### config.mk
export PLATFORM = sky130hd
export DESIGN_NAME = id_ex_hazard_ctrl
export DESIGN_NICKNAME = d
export VERILOG_FILES = /design/src/rtl/id_ex_hazard_ctrl.sv
export SDC_FILE = /design/constraint.sdc
export NUM_CORES = 1
export LEC_CHECK = 0
export ABC_AREA = 1
export BUFFER_PORTS_ARGS = -buffer_cell sky130_fd_sc_hd__buf_2
export CAP_MARGIN = 20
export CORE_MARGIN = 3
export CORE_UTILIZATION = 51
export CTS_CLUSTER_SIZE = 40
export DETAILED_ROUTE_END_ITERATION = 10
export HOLD_SLACK_MARGIN = 0.02
export PLACE_DENSITY = 0.81
export SYNTH_ARGS = -nofsm -noshare
export SYNTH_HDL_FRONTEND = slang
export SYNTH_SLANG_ARGS = --single-unit
### constraint.sdc
create_clock -name clk -period 2.1 [get_ports clk]
set_input_delay 0.21 -clock clk [delete_from_list [all_inputs] [get_ports clk]]
set_output_delay 0.21 -clock clk [all_outputs]
set_load 0.01 [all_outputs]
### src/rtl/id_ex_hazard_ctrl.sv
// -----------------------------------------------------------------------------
// id_ex_hazard_ctrl
//
// Hazard and forwarding controller that sits beside the ID/EX pipeline
// register. It watches the EX-side fields of that register and produces:
//   * load-use stalls: the PC and IF/ID are held and a bubble is inserted into
//     ID/EX for LU_STALL cycles,
//   * wrong-path flushes when EX resolves a taken branch or jump,
//   * EX-stage operand forwarding selects,
//   * two saturating performance counters.
// All hazard outputs are combinational, so they are valid before the same edge
// that the pipeline registers sample.
//
// Parameters
//   LU_STALL  load-use stall length in cycles, legal range 1..3
//   CNT_W     width of the saturating performance counters
//
// Ports
//   clk                        rising-edge clock
//   rst                        synchronous, active-low reset
//   hold                       global freeze request (memory not ready)
//   ID_rs, ID_rt               source registers of the instruction in ID
//   ID_use_rs, ID_use_rt       ID instruction actually reads rs / rt
//   EX_rd                      EX destination register (after RegDST mux)
//   EX_MemtoReg, EX_RegWrite   EX instruction is a load / writes a register
//   EX_rs, EX_rt               EX operand registers, used for forwarding
//   EX_redirect                taken branch/jump resolved in EX this cycle
//   MEM_rd, WB_rd              destination registers in MEM / WB
//   MEM_RegWrite, WB_RegWrite  write enables in MEM / WB
//   pc_stall, IF_ID_stall      hold the PC / hold the IF/ID register
//   IF_ID_flush, ID_EX_flush   load a bubble on the next edge
//   fwd_a, fwd_b               00 = register file, 01 = MEM, 10 = WB
//   stall_cycles               stalled cycles seen while not frozen by hold
//   flush_events               redirect flushes taken
// -----------------------------------------------------------------------------
module id_ex_hazard_ctrl #(
  parameter int LU_STALL = 1,
  parameter int CNT_W    = 16
) (
  input  logic             clk,
  input  logic             rst,
  input  logic             hold,
  input  logic [4:0]       ID_rs,
  input  logic [4:0]       ID_rt,
  input  logic             ID_use_rs,
  input  logic             ID_use_rt,
  input  logic [4:0]       EX_rd,
  input  logic             EX_MemtoReg,
  input  logic             EX_RegWrite,
  input  logic [4:0]       EX_rs,
  input  logic [4:0]       EX_rt,
  input  logic             EX_redirect,
  input  logic [4:0]       MEM_rd,
  input  logic [4:0]       WB_rd,
  input  logic             MEM_RegWrite,
  input  logic             WB_RegWrite,
  output logic             pc_stall,
  output logic             IF_ID_stall,
  output logic             IF_ID_flush,
  output logic             ID_EX_flush,
  output logic [1:0]       fwd_a,
  output logic [1:0]       fwd_b,
  output logic [CNT_W-1:0] stall_cycles,
  output logic [CNT_W-1:0] flush_events
);

  typedef enum logic {
    RUN = 1'b0,
    LU  = 1'b1
  } state_t;

  // The first stall cycle is spent in RUN, so the LU down-counter starts at
  // LU_STALL-2 and the stall ends on the cycle where it reads zero.
  localparam logic [1:0] CNT_INIT = (LU_STALL > 1) ? 2'(LU_STALL - 2) : 2'd0;
  localparam logic [CNT_W-1:0] CNT_ONE = CNT_W'(1);

  state_t     state_q, state_d;
  logic [1:0] cnt_q, cnt_d;
  logic       lu_hit;
  logic       stall_inc;
  logic       flush_inc;

  assign lu_hit = EX_MemtoReg && EX_RegWrite && (EX_rd != 5'd0) &&
                  ((ID_use_rs && (ID_rs == EX_rd)) ||
                   (ID_use_rt && (ID_rt == EX_rd)));

  // Priority: reset > hold > redirect > load-use (new or in progress) > normal.
  // NOTE: every signal written here gets a default first, so no path can leave
  // one unassigned and infer a latch; blocking '=' is correct in combinational
  // logic.
  always_comb begin
    pc_stall    = 1'b0;
    IF_ID_stall = 1'b0;
    IF_ID_flush = 1'b0;
    ID_EX_flush = 1'b0;
    state_d     = state_q;
    cnt_d       = cnt_q;
    stall_inc   = 1'b0;
    flush_inc   = 1'b0;

    if (!rst) begin
      // Flushing during reset clears the reset-less pipeline registers.
      IF_ID_flush = 1'b1;
      ID_EX_flush = 1'b1;
      state_d     = RUN;
      cnt_d       = 2'd0;
    end else if (hold) begin
      // Freeze everything; ID/EX is held by its own enable, so no bubble.
      // A pending redirect stays asserted upstream until hold drops.
      pc_stall    = 1'b1;
      IF_ID_stall = 1'b1;
    end else if (EX_redirect) begin
      IF_ID_flush = 1'b1;
      ID_EX_flush = 1'b1;
      state_d     = RUN;
      cnt_d       = 2'd0;
      flush_inc   = 1'b1;
    end else if (state_q == LU) begin
      // lu_hit is deliberately not re-evaluated while a stall is in progress.
      pc_stall    = 1'b1;
      IF_ID_stall = 1'b1;
      ID_EX_flush = 1'b1;
      stall_inc   = 1'b1;
      if (cnt_q == 2'd0) begin
        state_d = RUN;
      end else begin
        cnt_d = cnt_q - 2'd1;
      end
    end else if (lu_hit) begin
      pc_stall    = 1'b1;
      IF_ID_stall = 1'b1;
      ID_EX_flush = 1'b1;
      stall_inc   = 1'b1;
      if (LU_STALL > 1) begin
        state_d = LU;
        cnt_d   = CNT_INIT;
      end
    end
  end

  // MEM holds the younger result, so it wins over WB. Register 0 is hardwired
  // and never forwards. Selects are forced to the register file during reset.
  always_comb begin
    fwd_a = 2'b00;
    fwd_b = 2'b00;
    if (rst) begin
      if (MEM_RegWrite && (MEM_rd != 5'd0) && (MEM_rd == EX_rs)) begin
        fwd_a = 2'b01;
      end else if (WB_RegWrite && (WB_rd != 5'd0) && (WB_rd == EX_rs)) begin
        fwd_a = 2'b10;
      end

      if (MEM_RegWrite && (MEM_rd != 5'd0) && (MEM_rd == EX_rt)) begin
        fwd_b = 2'b01;
      end else if (WB_RegWrite && (WB_rd != 5'd0) && (WB_rd == EX_rt)) begin
        fwd_b = 2'b10;
      end
    end
  end

  // NOTE: sequential state uses non-blocking '<=' so every register samples
  // the pre-edge values, independent of statement order.
  always_ff @(posedge clk) begin
    if (!rst) begin
      state_q      <= RUN;
      cnt_q        <= 2'd0;
      stall_cycles <= '0;
      flush_events <= '0;
    end else begin
      state_q <= state_d;
      cnt_q   <= cnt_d;
      // Counters stick at all-ones instead of wrapping.
      if (stall_inc && (stall_cycles != '1)) begin
        stall_cycles <= stall_cycles + CNT_ONE;
      end
      if (flush_inc && (flush_events != '1)) begin
        flush_events <= flush_events + CNT_ONE;
      end
    end
  end

endmodule

==> results by group <==
Status
  • Run status: finished, final reports clean

Critical path
  • Setup crit start kind: flop
  • Maximum fanout along the worst path: 24
  • Crit path max-delay cell type: dfxtp_1
  • Cell Chain, Critical Path: ha_1 -> nand3_2 -> nor2_2 -> nand4_1 -> nor2_2 -> nor2_4 -> nand3_4 -> nand2_1 -> nand2_1 -> nor2_1
  • Buf/Inv on CP: 0
  • Critical Path RT: about 2.3 ns
  • Critical Path End Type: flop
  • R2r setup slk: 0.34 ns
  • Setup CP Type: reg -> reg
  • Critical path arrival: 1.94 ns
  • CP Depth: 10
  • Delay-heaviest family, CP: simple AND/OR/NAND/NOR gates
  • Reg2Reg Depth: 10
  • CP peak stage delay: 0.40 ns

Logic synthesis
  • Ys async rst share: 0
  • Unique cell type count in the Yosys netlist: 30
  • Adder and majority gate portion of the synthesized area: 0.01497
  • Largest family of logic cells by synthesized area: simple AND/OR/NAND/NOR gates
  • Synth top cells by count: nand2_1 (116), nor2_1 (62), inv_1 (57)
  • Top FF cell, synth: dfxtp_1
  • Mux contribution to synthesized area: 0
  • Number of flops mapped to enable cells by yosys: 0
  • Synth Instances: 406
  • Mapped Area: between 2000 and 3000 um^2
  • FF+latch count, synth: 35
  • Simple-gate area share of the yosys netlist: 0.4147
  • Synth warnings: 0
  • Post-synthesis xor/xnor area fraction: 0.1292
  • Syn Area/Cell: roughly 6.2 um^2
  • Synth area leaders: dfxtp_1 (28%), nand2_1 (17%), nor2_1 (9.3%)
  • Area leader, netlist: dfxtp_1
  • Compound-gate portion of the synthesized area: 0.05289
  • Post-Syn Nets: roughly 450
  • Seq/Total Area, Yosys: 0.2794
  • Top-area cell type share of the netlist area: 0.2794
  • Most frequent cell after synthesis: nand2_1

Clock tree
  • CTS root buffer: clkbuf_8
  • Clk Latency, worst-skew pair: 0.29 ns
  • CTS resizes: 0
  • Hold Buf Count CTS: 0
  • H-tree Lvls: 2
  • # Post-CTS Setup Buffers: 0
  • Longest Clk Path Bufs: 2
  • Worst-path clk slew: 0.07 ns
  • Total number of clock tree sinks: 35
  • CTS Buf Count: 5
  • CTS tree: done

Pwr
  • Leak Pwr: 1.542 nW
  • Maximum vdd drop: 0.3444 mV
  • Power per cell area: 459.5 nW/um^2
  • Total power: 1.414 mW

STA
  • Max_slew headroom: 0.7283
  • Post-route setup slack: 0.3424 ns
  • Actual slew at the worst max-slew pin: 0.4023 ns
  • Fin Clk Skew: 0.001981 ns
  • RSZ-0062 raised after global routing: no
  • Final period util: 0.8369
  • Slew Viols, Final: 0
  • Setup violations, final: 0
  • Final min period: about 1.8 ns
  • Worst hold slack: 0.1557 ns
  • FMAX: 569.0 MHz
  • Setup_tns: 0 ns
  • Final Hold Fails: 0

Final layout
  • Post-route cell area: 3077 um^2
  • Inserted Diodes: 0
  • Nets: 539
  • Ratio of cells with drive above 1 in the final layout: 0.2195
  • Layout area overhead: 22.70%

Route
  • Routed Antenna Nets: 0
  • Residual DRC: 0
  • Detailed-route via count: 2,667
  • TritonRoute pass-1 iters: 4
  • Via/cell ratio: between 4 and 5
  • Iter 0 DRT Violations: 131
  • Routed wire length: approximately 6000 um
  • Drt wl/cell: 10.75 um

Floorplan
  • Number of core rows: 24
  • Initial Utilization: 0.5530
  • Die area: 5793 um^2
  • Core area: ~4500 um^2
  • Die Y: about 76 um
  • IO Pins: 85
  • Die Wd: 76.12 um

Run
  • Max-cap violations: 0

Global route
  • Total track usage: 0.2066
  • Largest net degree at the start of global routing: 25
  • Met3 usage: 0.05910
  • Met2 Use GR: 0.3697
  • Initial antenna violation count: 0
  • Global-route wire length before repair: just over 10,000 um
  • Met1 Use GR: 0.2493
  • Total grt overflow: 0
  • Vias in the first global route: 2,424
  • Most Crowded Layer GR: met2

Placed design
  • Placed cell area: just under 3000 um^2
  • Pre-CTS setup slack: about 0.33 ns
  • PortBufs: 84
  • Routability Congestion: between 0.8 and 0.9
  • DPL Wire Length: 4714 um

Worst hold path
  • Hold-critical path depth: 2
  • Worst min path class: in -> reg
## worst register-to-register path, stage by stage (launching register included)
cell and delay (ns):
dfxtp_1 0.40, ha_1 0.24, nand3_2 0.11, nor2_2 0.13
nand4_1 0.11, nor2_2 0.14, nor2_4 0.09, nand3_4 0.23
nand2_1 0.10, nand2_1 0.07, nor2_1 0.04
## path summary, 6_finish.rpt
| path | start | end |
|---|---|---|
| min reg2reg | state_q | state_q |
| max | stall_cycles[1] | stall_cycles[15] |
| max reg2reg | stall_cycles[1] | stall_cycles[15] |
| min | EX_redirect | cnt_q[1] |
## kinds of logic (layout without fill, tap and decap cells)
kind of cell	Yosys count	after routing
AOI/OAI and AO/OA	24	24
xor gates and xnor gates	37	37
DFF	35	35
adders and majority gates	3	3
and+or+nand+nor	240	240
buffers and inverters	67	153
## cells in the final DEF, fill, tap and decap left out
master      netlist  final
nand3_2           1      1
nand3_1          21     21
clkinvlp_4        0      1
clkinv_1          1      1
ha_1              3      3
nand4_1          14     14
o21ai_0           8      8
inv_1            57     57
xor2_1           22     22
nor3_2            1      1
nand2_2           2      2
xnor2_1          15     15
or2_2             4      4
nand2_1         116    116
clkbuf_8          0      7
nand3_4           1      1
nor3_1           11     11
nor2_1           62     62
nor2_2            3      3
buf_2             2     84
inv_2             1      1
o41ai_1           2      2
a211oi_1          1      1
nor2_4            1      1
a21oi_1          12     12
nor4_1            3      3
o21bai_1          1      1
dfxtp_1          35     35
buf_4             1      2
## metal layers
metal | up-vias | wire length, um
met3 | 5 | 349
met2 | 76 | 2899
met4 | 0 | 31
met5 | - | 0
li1 | 1430 | -
met1 | 1156 | 2707
## stage by stage
stage	cells	util
6_report	557	0.6785
5_1_grt	557	0.6785
4_1_cts	557	0.6785
3_5_place_dp	549	0.6556
3_3_place_gp	549	0.6556
2_1_floorplan	406	-
## cell type report
type | count | area, um^2
Clock inverter | 1 | 7.507
Tap cell | 65 | 81.33
Clock buffer | 7 | 96.34
Inverter | 59 | 221.5
Sequential cell | 35 | 700.7
Multi-Input combinational cell | 304 | 1534
Timing Repair Buffer | 86 | 435.4
Fill cell | 428 | 1458
## state kept, by name, summed over array words and instances, names as in the netlist
name and count:
state_q 1, cnt_q 2, stall_cycles 16, flush_events 16
## where the power goes
group          switching, mW  total (mW)  internal (mW)
Combinational          0.110       0.195         0.0849
Clock                  0.252       0.550          0.298
Sequential           0.00274       0.668          0.666
(Power assumes the default switching activity.)
